--- src/rtl/bcd_disp_pkg.sv ---
// Shared definitions for the 7-segment BCD display blocks.
package bcd_disp_pkg;

   localparam int unsigned DIGIT_W = 4;
   localparam int unsigned SEG_W   = 7;
   localparam int unsigned AN_W    = 2;

   // Segment patterns, bit order {g,f,e,d,c,b,a}, active-high
   localparam logic [SEG_W-1:0] SEG_0     = 7'h3F;
   localparam logic [SEG_W-1:0] SEG_1     = 7'h06;
   localparam logic [SEG_W-1:0] SEG_2     = 7'h5B;
   localparam logic [SEG_W-1:0] SEG_3     = 7'h4F;
   localparam logic [SEG_W-1:0] SEG_4     = 7'h66;
   localparam logic [SEG_W-1:0] SEG_5     = 7'h6D;
   localparam logic [SEG_W-1:0] SEG_6     = 7'h7D;
   localparam logic [SEG_W-1:0] SEG_7     = 7'h07;
   localparam logic [SEG_W-1:0] SEG_8     = 7'h7F;
   localparam logic [SEG_W-1:0] SEG_9     = 7'h6F;
   localparam logic [SEG_W-1:0] SEG_BLANK = 7'h00;

   // One-hot digit enables
   localparam logic [AN_W-1:0] AN_ONES = 2'b01;
   localparam logic [AN_W-1:0] AN_TENS = 2'b10;

   // Two-digit decimal value carried between the counter and the display mux
   typedef struct packed {
      logic [DIGIT_W-1:0] tens;
      logic [DIGIT_W-1:0] ones;
   } bcd_pair_t;

   // BCD digit to segment pattern; codes above 9 are blanked
   function automatic logic [SEG_W-1:0] bcd_to_seg(input logic [DIGIT_W-1:0] d);
      logic [SEG_W-1:0] s;
      case (d)
         4'd0:    s = SEG_0;
         4'd1:    s = SEG_1;
         4'd2:    s = SEG_2;
         4'd3:    s = SEG_3;
         4'd4:    s = SEG_4;
         4'd5:    s = SEG_5;
         4'd6:    s = SEG_6;
         4'd7:    s = SEG_7;
         4'd8:    s = SEG_8;
         4'd9:    s = SEG_9;
         default: s = SEG_BLANK;
      endcase
      return s;
   endfunction

endpackage

--- src/rtl/bcd_stable_sampler.sv ---
// Synchronises an asynchronous 4-bit code and accepts each new code once it
// has been stable long enough to rule out ripple intermediates.
module bcd_stable_sampler
   import bcd_disp_pkg::*;
#(
   parameter int unsigned SYNC_STAGES   = 2,
   parameter int unsigned STABLE_CYCLES = 2
) (
   input  logic               clock,
   input  logic               clear,
   input  logic [DIGIT_W-1:0] d,
   output logic [DIGIT_W-1:0] code,
   output logic               accept
);

   localparam int unsigned CNT_W = (STABLE_CYCLES > 1) ? $clog2(STABLE_CYCLES) : 1;
   localparam logic [CNT_W-1:0] CNT_MAX = CNT_W'(STABLE_CYCLES - 1);

   logic [DIGIT_W-1:0] sync_q [SYNC_STAGES];
   logic [DIGIT_W-1:0] s;
   logic [DIGIT_W-1:0] s_next;
   logic [DIGIT_W-1:0] last;
   logic [CNT_W-1:0]   same;
   logic [CNT_W-1:0]   same_next;
   logic               take_c;

   // The stage feeding s is a look-ahead of s, so the run length can be
   // judged for the value s is about to hold and acceptance needs no extra flop.
   assign s      = sync_q[SYNC_STAGES-1];
   assign s_next = sync_q[SYNC_STAGES-2];

   // Run-length of s (saturating) and acceptance decision
   always_comb begin
      same_next = '0;
      take_c    = 1'b0;
      if (s_next != s) begin
         same_next = '0;
      end else if (same == CNT_MAX) begin
         same_next = same;
      end else begin
         same_next = same + CNT_W'(1);
      end
      take_c = (same_next == CNT_MAX) && (s_next != last);
   end

   // Synchroniser chain
   always_ff @(posedge clock or posedge clear) begin
      if (clear) begin
         for (int unsigned i = 0; i < SYNC_STAGES; i++) sync_q[i] <= '0;
      end else begin
         sync_q[0] <= d;
         for (int unsigned i = 1; i < SYNC_STAGES; i++) sync_q[i] <= sync_q[i-1];
      end
   end

   // Filter state and one-cycle accept pulse
   always_ff @(posedge clock or posedge clear) begin
      if (clear) begin
         same   <= '0;
         last   <= '0;
         code   <= '0;
         accept <= 1'b0;
      end else begin
         same   <= same_next;
         accept <= take_c;
         if (take_c) begin
            code <= s_next;
            last <= s_next;
         end
      end
   end

endmodule

--- src/rtl/bcd_sync_display.sv ---
// Ripple-counter consumer: resynchronise, filter, extend with a tens digit
// and drive a two-digit multiplexed 7-segment display.
module bcd_sync_display
   import bcd_disp_pkg::*;
#(
   parameter int unsigned SYNC_STAGES   = 2,
   parameter int unsigned STABLE_CYCLES = 2,
   parameter int unsigned REFRESH_DIV   = 4
) (
   input  logic               clock,
   input  logic               clear,
   input  logic               Y0,
   input  logic               Y1,
   input  logic               Y2,
   input  logic               Y3,
   output logic [DIGIT_W-1:0] ones,
   output logic [DIGIT_W-1:0] tens,
   output logic               valid,
   output logic               wrap_pulse,
   output logic               carry_out,
   output logic               err,
   output logic [SEG_W-1:0]   seg,
   output logic [AN_W-1:0]    an
);

   localparam int unsigned REF_W = $clog2(REFRESH_DIV);
   localparam logic [REF_W-1:0] REF_MAX = REF_W'(REFRESH_DIV - 1);

   logic [DIGIT_W-1:0] code;
   logic               accept;
   bcd_pair_t          cnt_q;
   bcd_pair_t          cnt_n;
   logic               valid_n;
   logic               err_n;
   logic               wrap_n;
   logic               carry_n;
   logic [REF_W-1:0]   ref_cnt;
   logic [REF_W-1:0]   ref_n;
   logic [AN_W-1:0]    an_n;
   logic [SEG_W-1:0]   seg_n;

   bcd_stable_sampler #(
      .SYNC_STAGES   (SYNC_STAGES),
      .STABLE_CYCLES (STABLE_CYCLES)
   ) u_sampler (
      .clock  (clock),
      .clear  (clear),
      .d      ({Y3, Y2, Y1, Y0}),
      .code   (code),
      .accept (accept)
   );

   assign ones = cnt_q.ones;
   assign tens = cnt_q.tens;

   // Next digit state, refresh position and segment pattern; seg is decoded
   // from next-state values so it always matches the digit an selects.
   always_comb begin
      cnt_n   = cnt_q;
      valid_n = valid;
      err_n   = err;
      wrap_n  = 1'b0;
      carry_n = 1'b0;
      if (accept) begin
         if (code <= 4'd9) begin
            if ((code == 4'd0) && (cnt_q.ones == 4'd9) && valid) begin
               wrap_n     = 1'b1;
               carry_n    = (cnt_q.tens == 4'd9);
               cnt_n.tens = (cnt_q.tens == 4'd9) ? 4'd0 : cnt_q.tens + 4'd1;
            end
            cnt_n.ones = code;
            valid_n    = 1'b1;
         end else begin
            err_n = 1'b1;
         end
      end

      ref_n = (ref_cnt == REF_MAX) ? '0 : ref_cnt + REF_W'(1);
      an_n  = (ref_cnt == REF_MAX) ? ~an : an;
      seg_n = valid_n ? bcd_to_seg((an_n == AN_ONES) ? cnt_n.ones : cnt_n.tens)
                      : SEG_BLANK;
   end

   // Digit, status and display registers
   always_ff @(posedge clock or posedge clear) begin
      if (clear) begin
         cnt_q      <= '0;
         valid      <= 1'b0;
         err        <= 1'b0;
         wrap_pulse <= 1'b0;
         carry_out  <= 1'b0;
         ref_cnt    <= '0;
         an         <= AN_ONES;
         seg        <= SEG_BLANK;
      end else begin
         cnt_q      <= cnt_n;
         valid      <= valid_n;
         err        <= err_n;
         wrap_pulse <= wrap_n;
         carry_out  <= carry_n;
         ref_cnt    <= ref_n;
         an         <= an_n;
         seg        <= seg_n;
      end
   end

endmodule

--- config.mk ---
export PLATFORM = sky130hd
export DESIGN_NAME = bcd_sync_display
export DESIGN_NICKNAME = d
export VERILOG_FILES = /design/src/rtl/bcd_disp_pkg.sv /design/src/rtl/bcd_stable_sampler.sv /design/src/rtl/bcd_sync_display.sv
export SDC_FILE = /design/constraint.sdc
export NUM_CORES = 1
export LEC_CHECK = 0
export CORE_MARGIN = 2
export CORE_UTILIZATION = 45
export DETAILED_ROUTE_END_ITERATION = 6
export PLACE_DENSITY = 0.69
export SYNTH_ARGS = -nofsm -noshare
export SYNTH_HDL_FRONTEND = slang
export SYNTH_HIERARCHICAL = 1
export SYNTH_SLANG_ARGS = --single-unit
export TNS_END_PERCENT = 100
--- constraint.sdc ---
create_clock -name clock -period 5.4 [get_ports clock]
set_input_delay 0.81 -clock clock [delete_from_list [all_inputs] [get_ports clock]]
set_output_delay 0.81 -clock clock [all_outputs]
set_load 0.05 [all_outputs]
; Word-level counts from Yosys, hierarchy flattened
; Memory sizes are Yosys's and may differ from the RTL's.
; Cells that the tools add are included.
[totals]
regBits = 37
latch_bits = 0
ramBits = 0
rom_bits = 112
output_inout_bits = 21
mem_count = 1
[classes]
add_sub_neg = 3
mul = 0
div_mod_pow = 0
magnitude_cmp = 1
eq_ne = 6
shifts = 0
muxes = 18
bitwise_logic = 2
n_reduce_logical = 5
[mem_list]
columns = memory, depth, word_bits, rd, rd_clocked_by_memory_dff, write_ports, line
row1 = (name not given), 16, 7, 1, 0, 0, bcd_disp_pkg.sv:34  ; case (d)
[op_table]
columns = operator, n
row1 = $mux W8, 2
row2 = $mux W4, 3
row3 = $mux W1, 10
row4 = $eq A4 B4 Y1 const B, 2
row5 = $ne A4 B4 Y1, 2
row6 = $mux W7, 1
row7 = $add A4 B1 Y4 const B, 1
row8 = $le A4 B4 Y1 const B, 1
row9 = $logic_not A4 Y1, 1
row10 = $mux W2, 2
row11 = $logic_and A1 B1 Y1, 3
row12 = $add A2 B1 Y2 const B, 1
row13 = $eq A2 B1 Y1 const B, 1
row14 = $eq A2 B2 Y1 const B, 1
row15 = $not A2 Y2, 1
row16 = $reduce_and A2 Y1, 1
row17 = $add A1 B1 Y1 const B, 1
row18 = $not A1 Y1, 1

; Logic depth before layout (Yosys ltp)
; Gate-level depths: netlist of run 1.
; An unclocked memory read counts as a cell.
[logic_depth]
depth_word = 9
mapped_depth = 9
ltp_nobuf = 9

; Cells and area by module
; Netlist of run 1, hierarchy kept.
[modules_own_cells]
columns = module, n_inst, cells_each, area_per_inst_um2, seq_area_each_um2
row1 = bcd_sync_display, 1, 110, 1191.1, 576.8
row2 = bcd_stable_sampler, 1, 28, 465.4, 325.3

; Worst setup path before layout of run 1
; Ideal clock, no wire load.
[synth_path]
path_type = reg-to-reg
startpoint = reg cnt_q (netlist bit ones[2])
endpoint = reg seg[3]
setup_ps = 118
arrival_ps = 2615
setup_slack_ps = 2667
stages_incl_launch_ff = 10
synth_period_minus_slack_ps = 2733
cell_sequence = dfrtp_1 > nand4bb_1 > or4_4 > mux2_4 > mux2_4 > inv_1 > ha_1 > inv_1 > mux2i_1 > a21o_1
[synth_lines]
columns = item, line
row1 = from (decl), bcd_sync_display.sv:31  ; bcd_pair_t cnt_q;
row2 = from (signal assigned), bcd_sync_display.sv:96  ; cnt_q <= cnt_n;
row3 = to (signal assigned), bcd_sync_display.sv:103  ; seg <= seg_n;
row4 = to (decl), bcd_sync_display.sv:22  ; output logic [SEG_W-1:0] seg,

==> results.ini, run 1 <==
[clock_network]
tritoncts=done
path_clk_slew_ns=0.07
cts-resized-gates=0
clock_tree.buffer_depth=2
numCtsBuffers=5
postCtsSetupBuffers=0
cts_root_buf=clkbuf_8
clock_sinks=36
insertion_delay_ns=0.28
cts.htree.levels=2
cts_hold_buf=0

[place]
detailedPlacementHpwl_um=2400
post-place-ws_ns=2.71
io_buffer_count=26
finalWeightedCongestion=0.847

[synthesis]
synth-main-ff-cell=dfrtp_1
synth_edf_count=0
synth_xor_xnor_area_share_pct=6.34
yosysSeqAreaShare_pct=54.5
synth.distinct_cells=39
synth_seq_cells=36
synthesis.yosys.warnings=6
postSynthCellCount=138
synth_nets=150
fraction_of_the_mapped_netlist_area_in_compound_gates_pct=10.0
synth_adder_area_share_pct=4.53
main_combinational_cell_family_by_area_after_synthesis=simple AND/OR/NAND/NOR gates
syn_area_um2=1660
synth_simple_gate_area_share_pct=13.7
synth_async_sr_flop_share_pct=100
synth.avg_cell_area_um2=12.0
muxShareOfSynthArea_pct=8.23

[floorplanning]
chipWidth_um=64.7
floorplan.die.height_um=64.7
die_area_um2=4180
initial_utilization_pct=45.9
placementRows=22
top_level_ports=27
floorplan.core_area_um2=3610

[final_layout]
layout_commonest_cell=dfrtp_1
area_growth_pct=27.0
n_antenna_cell=0
final_cell_utilization_of_the_core_pct=58.3
num-fill-cells=307
drive_above_1_share_pct=12.2
layout.cells.most_common_list=dfrtp_1 (35), clkdlybuf4s50_1 (26), inv_1 (12)
number_of_nets_in_the_layout=183

[detailed_routing]
postRouteAntennaNets=0
drt_pre_antenna_iters=4
drt_wl_total_um=3180
drc_errors=0
detail_route.wl_per_cell_um=14.4
num_vias=1127
routed_via_density=5.12
drt_iter0_markers=57

[timing]
worst-slew-pin-transition_ns=0.910
timing_hold_violations_final=0
final_period_minus_worst_setup_slack_ns=2.70
worst_slack_ns=2.70
finalSetupViolations=0
finClkSkew_ns=0.00334
fin_tns_setup_ns=0
slew_headroom_pct=39.2
period_share_pct=50.0
setup_repair_after_global_routing_missed_its_margin=false
finalHoldWorstSlack_ns=0.451
finalMaxSlewViolations=0
maximum_clock_frequency_mhz=371

[power]
total_leakage_power_nw=0.931
power.density_cell_area_nw_per_um2=482
post-layout-total-power_mw=1.01
vdd_ir_drop_max_mv=0.223

[worst_setup_path]
cpPeakStageDelay_ns=0.56
worst_setup_path_start_kind=register
critical_path.top_delay_family=simple AND/OR/NAND/NOR gates
cp_data_required_time_ns=5.58
critPathArrivalTime_ns=2.88
cp_max_fo=8
cp_num_buf_inv=2
endpoint_kind=register
timing.critical_path.cells=or2_4, or4_4, mux2_4, mux2_4, inv_1, ha_1, inv_1, mux2i_1, a21o_1
critical_path_class=reg2reg
timing.critical_path.slowest_stage_cell=or4_4

[grt]
first_global_vias=1073
global_route_wire_length_before_repair_um=5140
antenna_found_initial=0
largest_net_degree_at_the_start_of_global_routing=24
grt_util_all_layers_pct=16.8
grt_overflow=0

[hold_path]
min_path_type=reg2reg

[outcome]
run_status=finished, final reports clean

[run]
cap_viol_max_count=0

==> kinds of logic after synthesis <==
logic type | count (synthesis)
muxes | 12
xor gates and xnor gates | 12
buffers and inverters | 12
adders and majority gates | 6
DFF | 36
and+or+nand+nor | 36
AOI/OAI and AO/OA | 24
==> metal layers <==
| metal | track usage, % | vias to the layer above | wire (µm) |
|---|---|---|---|
| li1 | - | 542 | - |
| met1 | 20.3 | 559 | 1370 |
| met2 | 28.5 | 22 | 1660 |
| met3 | 5.90 | 4 | 121 |
| met4 | 4.79 | 0 | 25 |
| met5 | 0 | - | 0 |
==> synthesized netlist by cell type (2+ instances only) <==
library cell	number	area [µm²]
o21ai_0	2	10.0
inv_1	12	45.0
xor2_1	2	17.5
mux2_4	2	30.0
nor4_1	2	12.5
mux2i_1	5	50.1
nand3b_1	2	15.0
a2bb2oi_1	2	17.5
nor2_1	8	30.0
a21oi_1	6	30.0
ha_1	6	75.1
nand2_1	5	18.8
xnor2_1	10	87.6
mux2_2	5	56.3
a21o_1	5	37.5
dfrtp_1	35	876
nor2b_1	6	37.5
nand4bb_1	2	22.5
==> area by class of cell <==
type / count / area, µm² / area share (%)
multi-input combinational: 90 / 709 / 33.7
clock inverter: 1 / 30.0 / 1.43
clock buffer: 7 / 96.3 / 4.58
tap: 48 / 60.1 / 2.86
timing repair buffer: 26 / 260 / 12.4
inverter: 12 / 45.0 / 2.14
sequential: 36 / 902 / 42.9
==> metrics by stage <==
stage,instances,area (µm²)
detailed placement,212,1980
global placement,212,1980
floorplan,138,1660
finish,220,2100
global route,220,2100
CTS,220,2100
==> registers in the layout (all words and copies together) (netlist names), 2 cells and up <==
register,count
seg,7
ones,4
tens,4
u_sampler/code,4
u_sampler/s,4
u_sampler/s_next,4
an,2
ref_cnt,2
==> final timing paths <==
kind                                                     from                             to  slack, ns  cells past startpoint
worst max-delay path            u_sampler/code[1]$_DFFE_PP0P_               seg[3]$_DFF_PP0_       2.70                      9
worst min-delay path                     ref_cnt[0]$_DFF_PP0_           ref_cnt[0]$_DFF_PP0_       0.45                      1
worst max register to register  u_sampler/code[1]$_DFFE_PP0P_               seg[3]$_DFF_PP0_       2.70                      9
worst min register to register           ref_cnt[0]$_DFF_PP0_           ref_cnt[0]$_DFF_PP0_       0.45                      1
max in group asynchronous                               clear              ones[0]$_DFF_PP0_       3.79                      2
min in group asynchronous                               clear  u_sampler/code[2]$_DFFE_PP0P_       0.87                      2
==> where the power goes <==
group | switching [mW] | internal (mW) | leakage [nW]
logic | 0.236 | 0.141 | 0.439
clock network | 0.0909 | 0.163 | 0.0645
registers | 0.0570 | 0.327 | 0.428
Power figures use the tool's default switching activity.
==> run 2: changes to the inputs <==
--- a/config.mk
+++ b/config.mk
@@ -8,7 +8,7 @@
 export CORE_MARGIN = 2
 export CORE_UTILIZATION = 45
 export DETAILED_ROUTE_END_ITERATION = 6
-export PLACE_DENSITY = 0.69
+export PLACE_DENSITY = 0.72
 export SYNTH_ARGS = -nofsm -noshare
 export SYNTH_HDL_FRONTEND = slang
 export SYNTH_HIERARCHICAL = 1
==> constraint.sdc (replaced) <==
create_clock -name clock -period 2.24 [get_ports clock]
set_input_delay 0.336 -clock clock [delete_from_list [all_inputs] [get_ports clock]]
set_output_delay 0.336 -clock clock [all_outputs]
set_load 0.05 [all_outputs]
==> run 2 against run 1 <==
Effect of this change: largest cell class unchanged; routed wire length increased by 5.5%; highest routed layer unchanged; power rose to 2.5 times the previous value; setup slack got worse by 2.9 ns; register-to-register slack got worse by 2.9 ns; cell count grew 9.1%; critical path type unchanged; sequential share of layout area decreased by 3.1 points; design area is 8.8% higher; flip-flop and latch count stayed put; combinational power grew to 3.1 times the previous value; worst hold slack got worse by 0.074 ns; the flow now finishes with violations (setup timing).
==> results.ini, run 2 (synthesis results as in run 1) <==
[timing]
setup_repair_after_global_routing_missed_its_margin=true  ; was false
finClkSkew_ns=0.00774  ; was 0.00334 ns
worst_slack_ns=-0.191  ; was 2.70 ns
final_period_minus_worst_setup_slack_ns=2.43  ; was 2.70 ns
maximum_clock_frequency_mhz=411  ; was 371 MHz
worst-slew-pin-transition_ns=0.507  ; was 0.910 ns
fin_tns_setup_ns=-1.04  ; was 0 ns
finalMaxSlewViolations=0  ; unchanged
timing_hold_violations_final=0  ; unchanged
period_share_pct=109  ; was 50.0%
slew_headroom_pct=66.1  ; was 39.2%
finalSetupViolations=7  ; was 0

[worst_setup_path]
rr_startpoint=u_sampler/code[2]$_DFFE_PP0P_  ; was u_sampler/code[1]$_DFFE_PP0P_
cp_data_required_time_ns=2.44  ; was 5.58 ns
worst_reg2reg_path_endpoint=seg[1]$_DFF_PP0_  ; was seg[3]$_DFF_PP0_
critical_path_class=reg2reg  ; unchanged
cp_max_fo=4  ; was 8
critPathArrivalTime_ns=2.64  ; was 2.88 ns
endpoint_kind=register  ; unchanged
worst_setup_path_start_kind=register  ; unchanged
timing.reg2reg.setup_slack_ns=-0.19  ; was 2.70 ns
worst-r2r-cell-count=8  ; was 9

[place]
detailedPlacementHpwl_um=2480  ; was 2400 µm
io_buffer_count=26  ; unchanged
detailed_place.area_um2=2150  ; was 1980 µm²
finalWeightedCongestion=0.830  ; was 0.847

[floorplanning]
top_level_ports=27  ; unchanged
placementRows=22  ; unchanged
initial_utilization_pct=45.9  ; unchanged
chipWidth_um=64.7  ; unchanged
floorplan.die.height_um=64.7  ; unchanged
floorplan.core_area_um2=3610  ; unchanged
die_area_um2=4180  ; unchanged

[clock_network]
cts.htree.levels=2  ; unchanged
tritoncts=done  ; unchanged
path_clk_slew_ns=0.07  ; about the same
clock_tree.buffer_depth=2  ; unchanged
numCtsBuffers=5  ; unchanged
cts_root_buf=clkbuf_8  ; unchanged
cts_hold_buf=0  ; unchanged
clock_sinks=36  ; unchanged
insertion_delay_ns=0.29  ; was 0.28 ns

[final_layout]
layout.cells.most_common_list=dfrtp_1 (29), clkdlybuf4s50_1 (26), buf_4 (20)  ; was dfrtp_1 (35), clkdlybuf4s50_1 (26), inv_1 (12)
number_of_nets_in_the_layout=203  ; was 183
design_area_um2=2290  ; was 2100 µm²
area_growth_pct=38.1  ; was 27.0%
final_cell_utilization_of_the_core_pct=63.5  ; was 58.3%
largest_register_ffs=7  ; unchanged
n_antenna_cell=0  ; unchanged
largest_register=seg  ; unchanged
drive_above_1_share_pct=27.6  ; was 12.2%
layout_commonest_cell=dfrtp_1  ; unchanged

[grt]
antenna_found_initial=0  ; unchanged
global_route_wire_length_before_repair_um=5800  ; was 5140 µm
grt_util_all_layers_pct=18.5  ; was 16.8%
grt_overflow=0  ; unchanged
first_global_vias=1233  ; was 1,073
largest_net_degree_at_the_start_of_global_routing=24  ; unchanged

[detailed_routing]
detail_route.wl_per_cell_um=14.0  ; was 14.4 µm
drt_iter0_markers=86  ; was 57
drt_wl_total_um=3350  ; was 3180 µm
num_vias=1195  ; was 1,127
drt_pre_antenna_iters=4  ; unchanged
drc_errors=0  ; unchanged
postRouteAntennaNets=0  ; unchanged
routed_via_density=4.98  ; was 5.12

[hold_path]
min_path_type=in2async  ; was reg2reg

[run]
cap_viol_max_count=0  ; unchanged

[power]
power.density_cell_area_nw_per_um2=1130  ; was 482 nW/µm²
total_leakage_power_nw=1.02  ; was 0.931 nW
post-layout-total-power_mw=2.58  ; was 1.01 mW
vdd_ir_drop_max_mv=0.519  ; was 0.223 mV

[outcome]
run_status=complete, but fails checks  ; was finished, final reports clean
violations=setup timing

-- run 2: cell types whose count changed in the layout (fill, tap and decap cells not counted), moves of 2 or more --
cell / previous run / this run
buf_4: 0 / 20
dfrtp_1: 35 / 29
dfrtp_2: 0 / 6
ha_1: 6 / 3
inv_1: 12 / 9
clkbuf_8: 7 / 5
ha_4: 0 / 2
inv_2: 0 / 2
-- run 2: worst max path at each step --
stage | startpoint | endpoint | slack (ns) | cells past startpoint
after floorplan | ones[2]$_DFF_PP0_ | seg[3]$_DFF_PP0_ | -0.27 | 9
after global placement | u_sampler/code[0]$_DFFE_PP0P_ | seg[1]$_DFF_PP0_ | -0.09 | 8
after detailed placement | u_sampler/code[0]$_DFFE_PP0P_ | seg[1]$_DFF_PP0_ | -0.15 | 8
after CTS | u_sampler/code[2]$_DFFE_PP0P_ | seg[1]$_DFF_PP0_ | -0.17 | 8
after global routing | u_sampler/code[2]$_DFFE_PP0P_ | seg[1]$_DFF_PP0_ | -0.24 | 8
final | u_sampler/code[2]$_DFFE_PP0P_ | seg[1]$_DFF_PP0_ | -0.19 | 8
-- run 2: what timing repair did --
| action | in CTS | in global routing |
|---|---|---|
| pin swaps | 6 | 0 |
| setup endpoints to repair | 7 | 7 |
| buffers inserted | 2 | 0 |
| gates resized for setup | 3 | 1 |
-- run 2: report_power, final --
group	switching, mW	internal (mW)
Sequential	0.0736	0.798
Clock	0.223	0.330
Combinational	0.680	0.475
-- run 2: layout make-up --
type	count	area, µm²
Tap cell	48	60.1
Timing Repair Buffer	46	410
Clock buffer	6	72.6
Multi-Input combinational cell	90	753
Inverter	12	47.5
Clock inverter	2	35.0
Fill cell	274	1320
Sequential cell	36	910
-- run 2: critical path, stage by stage (launching register included) --
cell	delay, ns
dfrtp_1	0.38
or2_4	0.25
or4_4	0.54
mux2_4	0.33
mux2_4	0.29
inv_4	0.08
ha_4	0.19
a21o_1	0.15
a21oi_1	0.14
-- run 2: stage by stage --
step | setup slack, ns | cells | hold WS (ns)
4_1_cts | -0.169 | 240 | 0.394
2_1_floorplan | -0.274 | 138 | 0.213
6_report | -0.191 | 240 | 0.377
5_1_grt | -0.236 | 240 | 0.428
3_3_place_gp | -0.0932 | 230 | 0.414
3_5_place_dp | -0.154 | 230 | 0.425
-- run 2: per-layer routing --
metal,part of all wire (%),global-route usage [%],vias up
met5,0,0,-
met4,2.3,10.4,0
met3,3.3,3.47,7
met2,49,30.7,28
met1,46,22.5,576
li1,-,-,584
==> run 3: changes to the inputs <==
==> constraint.sdc (replaced) <==
create_clock -name clock -period 2 [get_ports clock]
set_input_delay 0.3 -clock clock [delete_from_list [all_inputs] [get_ports clock]]
set_output_delay 0.3 -clock clock [all_outputs]
set_load 0.05 [all_outputs]
==> run 3 against run 2 <==
Effect of this change: the flow still finishes with violations (setup timing); clock power fell by 6.7%; first-iteration DRC count fell by 38%; design area rose by 1.3%; worst hold slack got worse by 0.035 ns; register-to-register slack got worse by 0.21 ns; die area did not move; critical path depth rose by 1; critical endpoint is now seg[3]$_DFF_PP0_.
==> results.ini, run 3 (synthesis results as in run 1) <==
[outcome]
run_status=complete, but fails checks  ; unchanged
violations=setup timing  ; unchanged

[clock_network]
clock_sinks=36  ; unchanged
clock_tree.buffer_depth=2  ; unchanged
cts_root_buf=clkbuf_8  ; unchanged
numCtsBuffers=5  ; unchanged
insertion_delay_ns=0.28  ; was 0.29 ns
cts.htree.levels=2  ; unchanged
path_clk_slew_ns=0.07  ; about the same
tritoncts=done  ; unchanged

[place]
io_buffer_count=26  ; unchanged
detailed_place.area_um2=2180  ; was 2150 µm²
detailedPlacementHpwl_um=2460  ; was 2480 µm
post-place-ws_ns=-0.398  ; was -0.154 ns
finalWeightedCongestion=0.820  ; was 0.830

[worst_setup_path]
worst-r2r-cell-count=9  ; was 8
cp_data_required_time_ns=2.17  ; was 2.44 ns
timing.reg2reg.setup_slack_ns=-0.40  ; was -0.19 ns
cp_max_fo=4  ; unchanged
endpoint_kind=register  ; unchanged
worst_reg2reg_path_endpoint=seg[3]$_DFF_PP0_  ; was seg[1]$_DFF_PP0_
critPathArrivalTime_ns=2.57  ; was 2.64 ns
worst_setup_path_start_kind=register  ; unchanged
cp-endpoint=seg[3]$_DFF_PP0_  ; was seg[1]$_DFF_PP0_
critical_path_class=reg2reg  ; unchanged
timing.critical_path.from=u_sampler/code[0]$_DFFE_PP0P_  ; was u_sampler/code[2]$_DFFE_PP0P_
rr_startpoint=u_sampler/code[0]$_DFFE_PP0P_  ; was u_sampler/code[2]$_DFFE_PP0P_

[final_layout]
drive_above_1_share_pct=31.8  ; was 27.6%
largest_register=seg  ; unchanged
layout.cells.most_common_list=dfrtp_1 (29), buf_4 (27), clkdlybuf4s50_1 (25)  ; was dfrtp_1 (29), clkdlybuf4s50_1 (26), buf_4 (20)
design_area_um2=2320  ; was 2290 µm²
final_cell_utilization_of_the_core_pct=64.3  ; was 63.5%
area_of_the_multi_input_gates_um2=754  ; was 753 µm²
register_area_um2=910  ; unchanged
n_antenna_cell=0  ; unchanged
largest_register_ffs=7  ; unchanged
area_growth_pct=39.9  ; was 38.1%
number_of_nets_in_the_layout=209  ; was 203
layout_commonest_cell=dfrtp_1  ; unchanged
num-fill-cells=295  ; was 274

[detailed_routing]
routed_via_density=5.07  ; was 4.98
drt_pre_antenna_iters=4  ; unchanged
postRouteAntennaNets=0  ; unchanged
detail_route.wl_per_cell_um=13.2  ; was 14.0 µm
num_vias=1248  ; was 1,195
drt_iter0_markers=53  ; was 86
drt_wl_total_um=3240  ; was 3350 µm
drc_errors=0  ; unchanged

[grt]
grt_overflow=0  ; unchanged
largest_net_degree_at_the_start_of_global_routing=14  ; was 24
antenna_found_initial=0  ; unchanged
first_global_vias=1247  ; was 1,233
grt_util_all_layers_pct=17.4  ; was 18.5%
global_route_wire_length_before_repair_um=5590  ; was 5800 µm

[floorplanning]
floorplan.die.height_um=64.7  ; unchanged
top_level_ports=27  ; unchanged
die_area_um2=4180  ; unchanged
initial_utilization_pct=45.9  ; unchanged
floorplan.core_area_um2=3610  ; unchanged
placementRows=22  ; unchanged
chipWidth_um=64.7  ; unchanged

[timing]
finClkSkew_ns=0.00719  ; was 0.00774 ns
timing_hold_violations_final=0  ; unchanged
worst_slack_ns=-0.403  ; was -0.191 ns
maximum_clock_frequency_mhz=416  ; was 411 MHz
setup_repair_after_global_routing_missed_its_margin=true  ; unchanged
slew_headroom_pct=63.5  ; was 66.1%
finalMaxSlewViolations=0  ; unchanged
worst-slew-pin-transition_ns=0.548  ; was 0.507 ns
finalSetupViolations=7  ; unchanged
final_period_minus_worst_setup_slack_ns=2.40  ; was 2.43 ns
period_share_pct=120  ; was 109%

[run]
cap_viol_max_count=0  ; unchanged

[power]
power.density_cell_area_nw_per_um2=1220  ; was 1130 nW/µm²
total_leakage_power_nw=1.04  ; was 1.02 nW
post-layout-total-power_mw=2.82  ; was 2.58 mW
vdd_ir_drop_max_mv=0.506  ; was 0.519 mV

[hold_path]
min_path_type=in2async  ; unchanged

## run 3: worst min-delay path by stage
stage          slack, ns                    endpoint
2_1_floorplan       0.18  u_sampler/accept$_DFF_PP0_
4_1_cts             0.35        ref_cnt[1]$_DFF_PP0_
3_5_place_dp        0.44        ref_cnt[0]$_DFF_PP0_
6_report            0.34        ref_cnt[1]$_DFF_PP0_
3_3_place_gp        0.41        ref_cnt[0]$_DFF_PP0_
5_1_grt             0.39        ref_cnt[1]$_DFF_PP0_
## run 3: report_power, final
group	switching [mW]	internal, mW	total (mW)
clock	0.241	0.275	0.516
sequential	0.0793	0.893	0.973
combinational	0.771	0.565	1.34
## run 3: cell type report
cell class              instances  area share [%]
flip-flops and latches         36            39.3
well taps                      48            2.59
clock buffers                   6            3.56
repair buffers                 52            19.5
clock inverters                 2           0.432
inverters                      12            2.05
multi-input cells              90            32.6
## run 3: per-stage QoR
stage,hold slack [ns],cells,setup TNS [ns]
final,0.343,246,-2.48
after global routing,0.386,246,-3.05
after CTS,0.352,243,-2.41
after detailed placement,0.441,234,-2.39
after global placement,0.415,234,-2.07
after floorplan,0.177,138,-3.17
## run 3: metal layers
metal	routed length [µm]	GRT usage [%]
met2	1620	28.0
met1	1480	22.1
met5	0	0
met3	90	2.78
met4	57	10.4
## run 3: worst max-delay path, cell delays in order (launching register included)
cell and delay (ns):
dfrtp_1 0.38, nand4bb_4 0.22, or4_4 0.54, mux2_4 0.32, mux2_4 0.30, inv_4 0.08, ha_4 0.20, inv_2 0.04
mux2i_1 0.06, a21o_1 0.16
## run 3: timing repair
action	in CTS	in global routing
hold buffers	0	0
endpoints found under the setup margin	7	7
pin swaps	1	1
gates resized for setup	1	4
buffers inserted	1	3
